`src/rtl/uart_tx_if.sv`:
```
// Handshake bundle between the UART control block (master) and the serial transmitter (slave).
interface uart_tx_if;
  logic       tx_start;
  logic [7:0] tx_data;
  logic       tx_busy;
  logic       tx_end;
  logic       tx;

  modport master (
    output tx_start,
    output tx_data,
    input  tx_busy,
    input  tx_end,
    input  tx
  );

  modport slave (
    input  tx_start,
    input  tx_data,
    output tx_busy,
    output tx_end,
    output tx
  );
endinterface

```
`src/rtl/uart_tx.sv`:
```
// 8N1 UART transmitter with registered outputs; define UART_TX_PARITY_EN to insert an even
// parity bit after the data bits (8E1 framing, 11 bit periods per frame).
module uart_tx #(
  parameter int unsigned DIV   = 868,
  parameter int unsigned CNT_W = 16
) (
  input  logic     clk,
  input  logic     rst,
  uart_tx_if.slave bus
);

`ifdef UART_TX_PARITY_EN
  typedef enum logic [2:0] {StIdle, StStart, StData, StParity, StStop} state_e;
`else
  typedef enum logic [2:0] {StIdle, StStart, StData, StStop} state_e;
`endif

  localparam logic [CNT_W-1:0] LastCnt = CNT_W'(DIV - 1);

  state_e           state;
  logic [CNT_W-1:0] cnt;
  logic [2:0]       idx;
  logic [7:0]       shift;
`ifdef UART_TX_PARITY_EN
  logic             par;
`endif
  logic             line_q;
  logic             busy_q;
  logic             end_q;
  logic             wrap;

  assign wrap = (cnt == LastCnt);

  // Outputs are updated on the same edge as the state change, so the line level
  // is stable for a whole bit period and never glitches between bits.
  always_ff @(posedge clk or negedge rst) begin
    if (!rst) begin
      state  <= StIdle;
      cnt    <= '0;
      idx    <= '0;
      shift  <= '0;
`ifdef UART_TX_PARITY_EN
      par    <= 1'b0;
`endif
      line_q <= 1'b1;
      busy_q <= 1'b0;
      end_q  <= 1'b0;
    end else begin
      end_q <= 1'b0;
      unique case (state)
        StIdle: begin
          line_q <= 1'b1;
          busy_q <= 1'b0;
          if (bus.tx_start) begin
            shift  <= bus.tx_data;
`ifdef UART_TX_PARITY_EN
            par    <= ^bus.tx_data;
`endif
            cnt    <= '0;
            idx    <= '0;
            line_q <= 1'b0;
            busy_q <= 1'b1;
            state  <= StStart;
          end
        end
        StStart: begin
          if (wrap) begin
            cnt    <= '0;
            idx    <= '0;
            line_q <= shift[0];
            state  <= StData;
          end else begin
            cnt <= cnt + CNT_W'(1);
          end
        end
        StData: begin
          if (wrap) begin
            cnt   <= '0;
            shift <= {1'b0, shift[7:1]};
            if (idx == 3'd7) begin
`ifdef UART_TX_PARITY_EN
              line_q <= par;
              state  <= StParity;
`else
              line_q <= 1'b1;
              state  <= StStop;
`endif
            end else begin
              idx    <= idx + 3'd1;
              line_q <= shift[1];
            end
          end else begin
            cnt <= cnt + CNT_W'(1);
          end
        end
`ifdef UART_TX_PARITY_EN
        StParity: begin
          if (wrap) begin
            cnt    <= '0;
            line_q <= 1'b1;
            state  <= StStop;
          end else begin
            cnt <= cnt + CNT_W'(1);
          end
        end
`endif
        StStop: begin
          if (wrap) begin
            cnt    <= '0;
            line_q <= 1'b1;
            busy_q <= 1'b0;
            end_q  <= 1'b1;
            state  <= StIdle;
          end else begin
            cnt <= cnt + CNT_W'(1);
          end
        end
        default: begin
          cnt    <= '0;
          line_q <= 1'b1;
          busy_q <= 1'b0;
          state  <= StIdle;
        end
      endcase
    end
  end

  assign bus.tx      = line_q;
  assign bus.tx_busy = busy_q;
  assign bus.tx_end  = end_q;

endmodule

```
`src/flat_wrapper.sv`:
```
// flat-port wrapper written by rule: the top's interface ports become plain ports
module uart_tx_flat 
#(
  parameter int unsigned DIV   = 868,
  parameter int unsigned CNT_W = 16
)
  (clk, rst, bus_tx_start, bus_tx_data, bus_tx_busy, bus_tx_end, bus_tx);
  uart_tx_if bus_i ();
  input  logic clk;
  input  logic rst;
  input wire logic [$bits(bus_i.tx_start)-1:0] bus_tx_start;
  input wire logic [$bits(bus_i.tx_data)-1:0] bus_tx_data;
  output wire logic [$bits(bus_i.tx_busy)-1:0] bus_tx_busy;
  output wire logic [$bits(bus_i.tx_end)-1:0] bus_tx_end;
  output wire logic [$bits(bus_i.tx)-1:0] bus_tx;
  assign bus_i.tx_start = bus_tx_start;
  assign bus_i.tx_data = bus_tx_data;
  assign bus_tx_busy = bus_i.tx_busy;
  assign bus_tx_end = bus_i.tx_end;
  assign bus_tx = bus_i.tx;
  uart_tx #(.DIV(DIV), .CNT_W(CNT_W)) u_core (.clk(clk), .rst(rst), .bus(bus_i));
endmodule
```
`config.mk`:
```
export PLATFORM = sky130hd
export DESIGN_NAME = uart_tx_flat
export DESIGN_NICKNAME = d
export VERILOG_FILES = /design/src/rtl/uart_tx_if.sv /design/src/rtl/uart_tx.sv /design/src/flat_wrapper.sv
export SDC_FILE = /design/constraint.sdc
export NUM_CORES = 1
export LEC_CHECK = 0
export ABC_AREA = 1
export CAP_MARGIN = 20
export CORE_MARGIN = 5
export CORE_UTILIZATION = 50
export CTS_CLUSTER_DIAMETER = 100
export DETAILED_ROUTE_END_ITERATION = 12
export HOLD_SLACK_MARGIN = 0.15
export PLACE_DENSITY = 0.8
export SYNTH_ARGS = -nofsm -noshare
export SYNTH_HDL_FRONTEND = slang
export SYNTH_SLANG_ARGS = --single-unit
export TNS_END_PERCENT = 100
```
`constraint.sdc`:
```
create_clock -name clk -period 2.9 [get_ports clk]
set_input_delay 0.725 -clock clk [delete_from_list [all_inputs] [get_ports clk]]
set_output_delay 0.725 -clock clk [all_outputs]
set_load 0.02 [all_outputs]
```
==> metrics.json <==
{
  "flow_run": {
    "max-cap-violations": 0
  },
  "outcome": {
    "outcome": "complete, no violations"
  },
  "timing": {
    "timing.fmax_mhz": 469,
    "worst_clock_skew_ns": 0.0116,
    "finalHoldViolCount": 0,
    "totalNegativeSetupSlack_ns": 0,
    "timing.final.max_slew_violations": 0,
    "hold-worst-slack_ns": 0.481,
    "relSlewSlack": 0.600,
    "setup_viol": 0,
    "grt_setup_unrepaired": "false",
    "setup_slack_ns": 0.767,
    "post-route-min-period_ns": 2.13,
    "post-route-period-util": 0.736,
    "worst-slew-pin-transition_ns": 0.600
  },
  "cts": {
    "cts.hold.buffers_added": 0,
    "clock_latency_ns": 0.29,
    "tritoncts.num_buffers": 5,
    "clkSlewWorstSetupHoldPaths_ns": 0.06,
    "post_cts_resize_count": 0,
    "tritoncts": "built",
    "clkSinkCount": 32,
    "clockBufferDepth": 2,
    "post-cts-setup-buffer-count": 0,
    "cts_root_buffer": "sky130_fd_sc_hd__clkbuf_8",
    "ctsHtreeMaxLevel": 2
  },
  "synth": {
    "synth-edff-count": 0,
    "synthesis.yosys.warnings": 0,
    "yosys_register_bits": 32,
    "synth_largest_area_cell": "sky130_fd_sc_hd__dfrtp_1",
    "netlist.area_leader.share": 0.406,
    "synth-async-reset-ratio": 1.00,
    "postSynthAreaPerCell_sq_um": 7.96,
    "yosysSeqAreaShare": 0.420,
    "synth_nets": 259,
    "mappedNetlistArea_sq_um": 1910,
    "cell_types_occupying_the_most_area_after_synthesis": "sky130_fd_sc_hd__dfrtp_1, sky130_fd_sc_hd__nand2_1, sky130_fd_sc_hd__inv_1, sky130_fd_sc_hd__ha_1, sky130_fd_sc_hd__nand3_1",
    "synth_cells": 240,
    "top_reg_cell_synth": "sky130_fd_sc_hd__dfrtp_1",
    "synth.distinct_cells": 25
  },
  "floorplan": {
    "ioPinCount": 14,
    "rows": 22,
    "coreArea_sq_um": 3690,
    "die_span_y_um": 71.8,
    "initial_core_util": 0.518,
    "die_area_sq_um": 5150,
    "fp.dieW_um": 71.8
  },
  "route": {
    "via_per_inst": 5.36,
    "vias": 1646,
    "antenna_viol_nets_final": 0,
    "routed_length_per_instance_um": 12.9,
    "firstDrtPassIters": 4,
    "detail_route.wirelength_um": 3970,
    "drt_drc_violations_left": 0,
    "drt_first_iter_violations": 142
  },
  "placement": {
    "dp_hpwl_um": 2860,
    "placement.io_buffers": 13,
    "detailedPlace.worstSlack_ns": 0.826,
    "gpl.final_weighted_congestion": 0.945,
    "placement.cell_area_sq_um": 2080
  },
  "critical_path": {
    "r2r_start": "u_core.state[0]",
    "worst-setup-path-type": "reg -> out",
    "worst_setup_path_start_kind": "flop",
    "critical_path_depth": 1,
    "critical_path.startpoint": "u_core.bus.tx",
    "worst-r2r-cell-count": 10,
    "timing.critical_path.buf_inv": 1,
    "endpoint_kind": "output pin",
    "worst_reg_to_reg_setup_slack_ns": 0.89,
    "max_fanout_on_critical_path": 2,
    "crit_path_cell_trace": "clkdlybuf4s50_1",
    "crit-reg2reg-capture": "u_core.state[0]",
    "arrival_ns": 1.41,
    "path_delay_family": "buffers and inverters",
    "crit_required_ns": 2.17,
    "max_stage_delay_ns": 0.60,
    "slowest_stage_cell_on_the_critical_path": "sky130_fd_sc_hd__clkdlybuf4s50_1"
  },
  "final_layout": {
    "antenna_cells_inserted": 0,
    "most_common_cell_after_layout_fill_and_taps_aside": "sky130_fd_sc_hd__nand2_1",
    "fin_area_sq_um": 2170,
    "area_delta_synth_final_pct": 13.7,
    "fin_nets": 277,
    "post_route_cells_drive_above_1_share": 0.108,
    "mostFrequentLayoutCells": "sky130_fd_sc_hd__nand2_1, sky130_fd_sc_hd__dfrtp_1, sky130_fd_sc_hd__inv_1"
  },
  "grt": {
    "globalRoute.totalOverflow": 0,
    "grt_pass1_vias": 1702,
    "grt_first_pass_wirelength_um": 7290,
    "grt_start_max_net_pins": 33,
    "grt_antenna_before_repair": 0,
    "grt_util_all_layers": 0.176
  },
  "power": {
    "pwr_density_cell_nw_per_um2": 838,
    "power_leakage_nw": 1.02,
    "design_power_total_mw": 1.82,
    "ir_drop_mv": 0.563
  },
  "min_path": {
    "whs_path_depth": 2,
    "hold_end": "u_core.bus.tx",
    "holdCritPathClass": "reg -> reg",
    "hold_path_startpoint": "u_core.bus.tx"
  }
}
-- logic make-up after synthesis --
family / count (synthesis) / synth area share
AO/OA/AOI/OAI: 29 / 0.0983
XOR/XNOR: 4 / 0.0183
adder cells (fa/ha/maj): 8 / 0.0524
buffers and inverters: 32 / 0.0708
flip-flops: 32 / 0.420
multiplexers: 6 / 0.0315
AND/OR/NAND/NOR: 129 / 0.309
-- state kept, by name, summed over array words and instances (netlist names) --
name / flops
u_core.bus.tx: 1
u_core.bus.tx_end: 1
u_core.shift: 8
u_core.idx: 3
u_core.cnt: 16
u_core.state: 2
u_core.bus.tx_busy: 1
-- through the flow --
stage	instances	util
finish	307	0.589
global route	307	0.589
CTS	307	0.589
detailed placement	299	0.564
global placement	299	0.564
floorplan	240	-
-- synthesized netlist by cell type, types with 4 or more instances --
cell                      instances
sky130_fd_sc_hd__o21ai_2          9
sky130_fd_sc_hd__nor2_1          19
sky130_fd_sc_hd__xor2_1           4
sky130_fd_sc_hd__nand2_1         64
sky130_fd_sc_hd__dfrtp_1         31
sky130_fd_sc_hd__nand3_1         19
sky130_fd_sc_hd__ha_1             8
sky130_fd_sc_hd__o21ai_0         14
sky130_fd_sc_hd__mux2i_1          6
sky130_fd_sc_hd__nor3_1           6
sky130_fd_sc_hd__inv_1           28
sky130_fd_sc_hd__nand4_1          8
sky130_fd_sc_hd__o22ai_1          5
-- cell type report --
cell class | count | area [sq um]
flip-flops and latches | 32 | 802
multi-input cells | 176 | 972
well taps | 48 | 60.1
fillers | 336 | 1520
clock buffers | 8 | 90.1
repair buffers | 14 | 138
inverters | 29 | 109
-- where the power goes --
group / internal [mW] / switching [mW]
clock: 0.193 / 0.160
sequential: 0.572 / 0.0887
combinational: 0.296 / 0.509
-- metal layers --
layer,vias up,wire length (um),part of all wire,GRT usage
li1,821,-,-,-
met3,5,193,0.049,0.0421
met1,780,1880,0.47,0.225
met4,0,27,0.0068,0.0877
met5,-,0,0,0
met2,40,1870,0.47,0.279
-- how the worst max path moves through the flow --
stage / end / slack, ns
floorplan: u_core.shift[4] / 1.40
global placement: u_core.state[0] / 0.86
detailed placement: u_core.state[1] / 0.83
CTS: bus_tx / 0.75
global route: u_core.idx[1] / 0.70
finish: bus_tx / 0.77
Power figures use the tool's default switching activity.
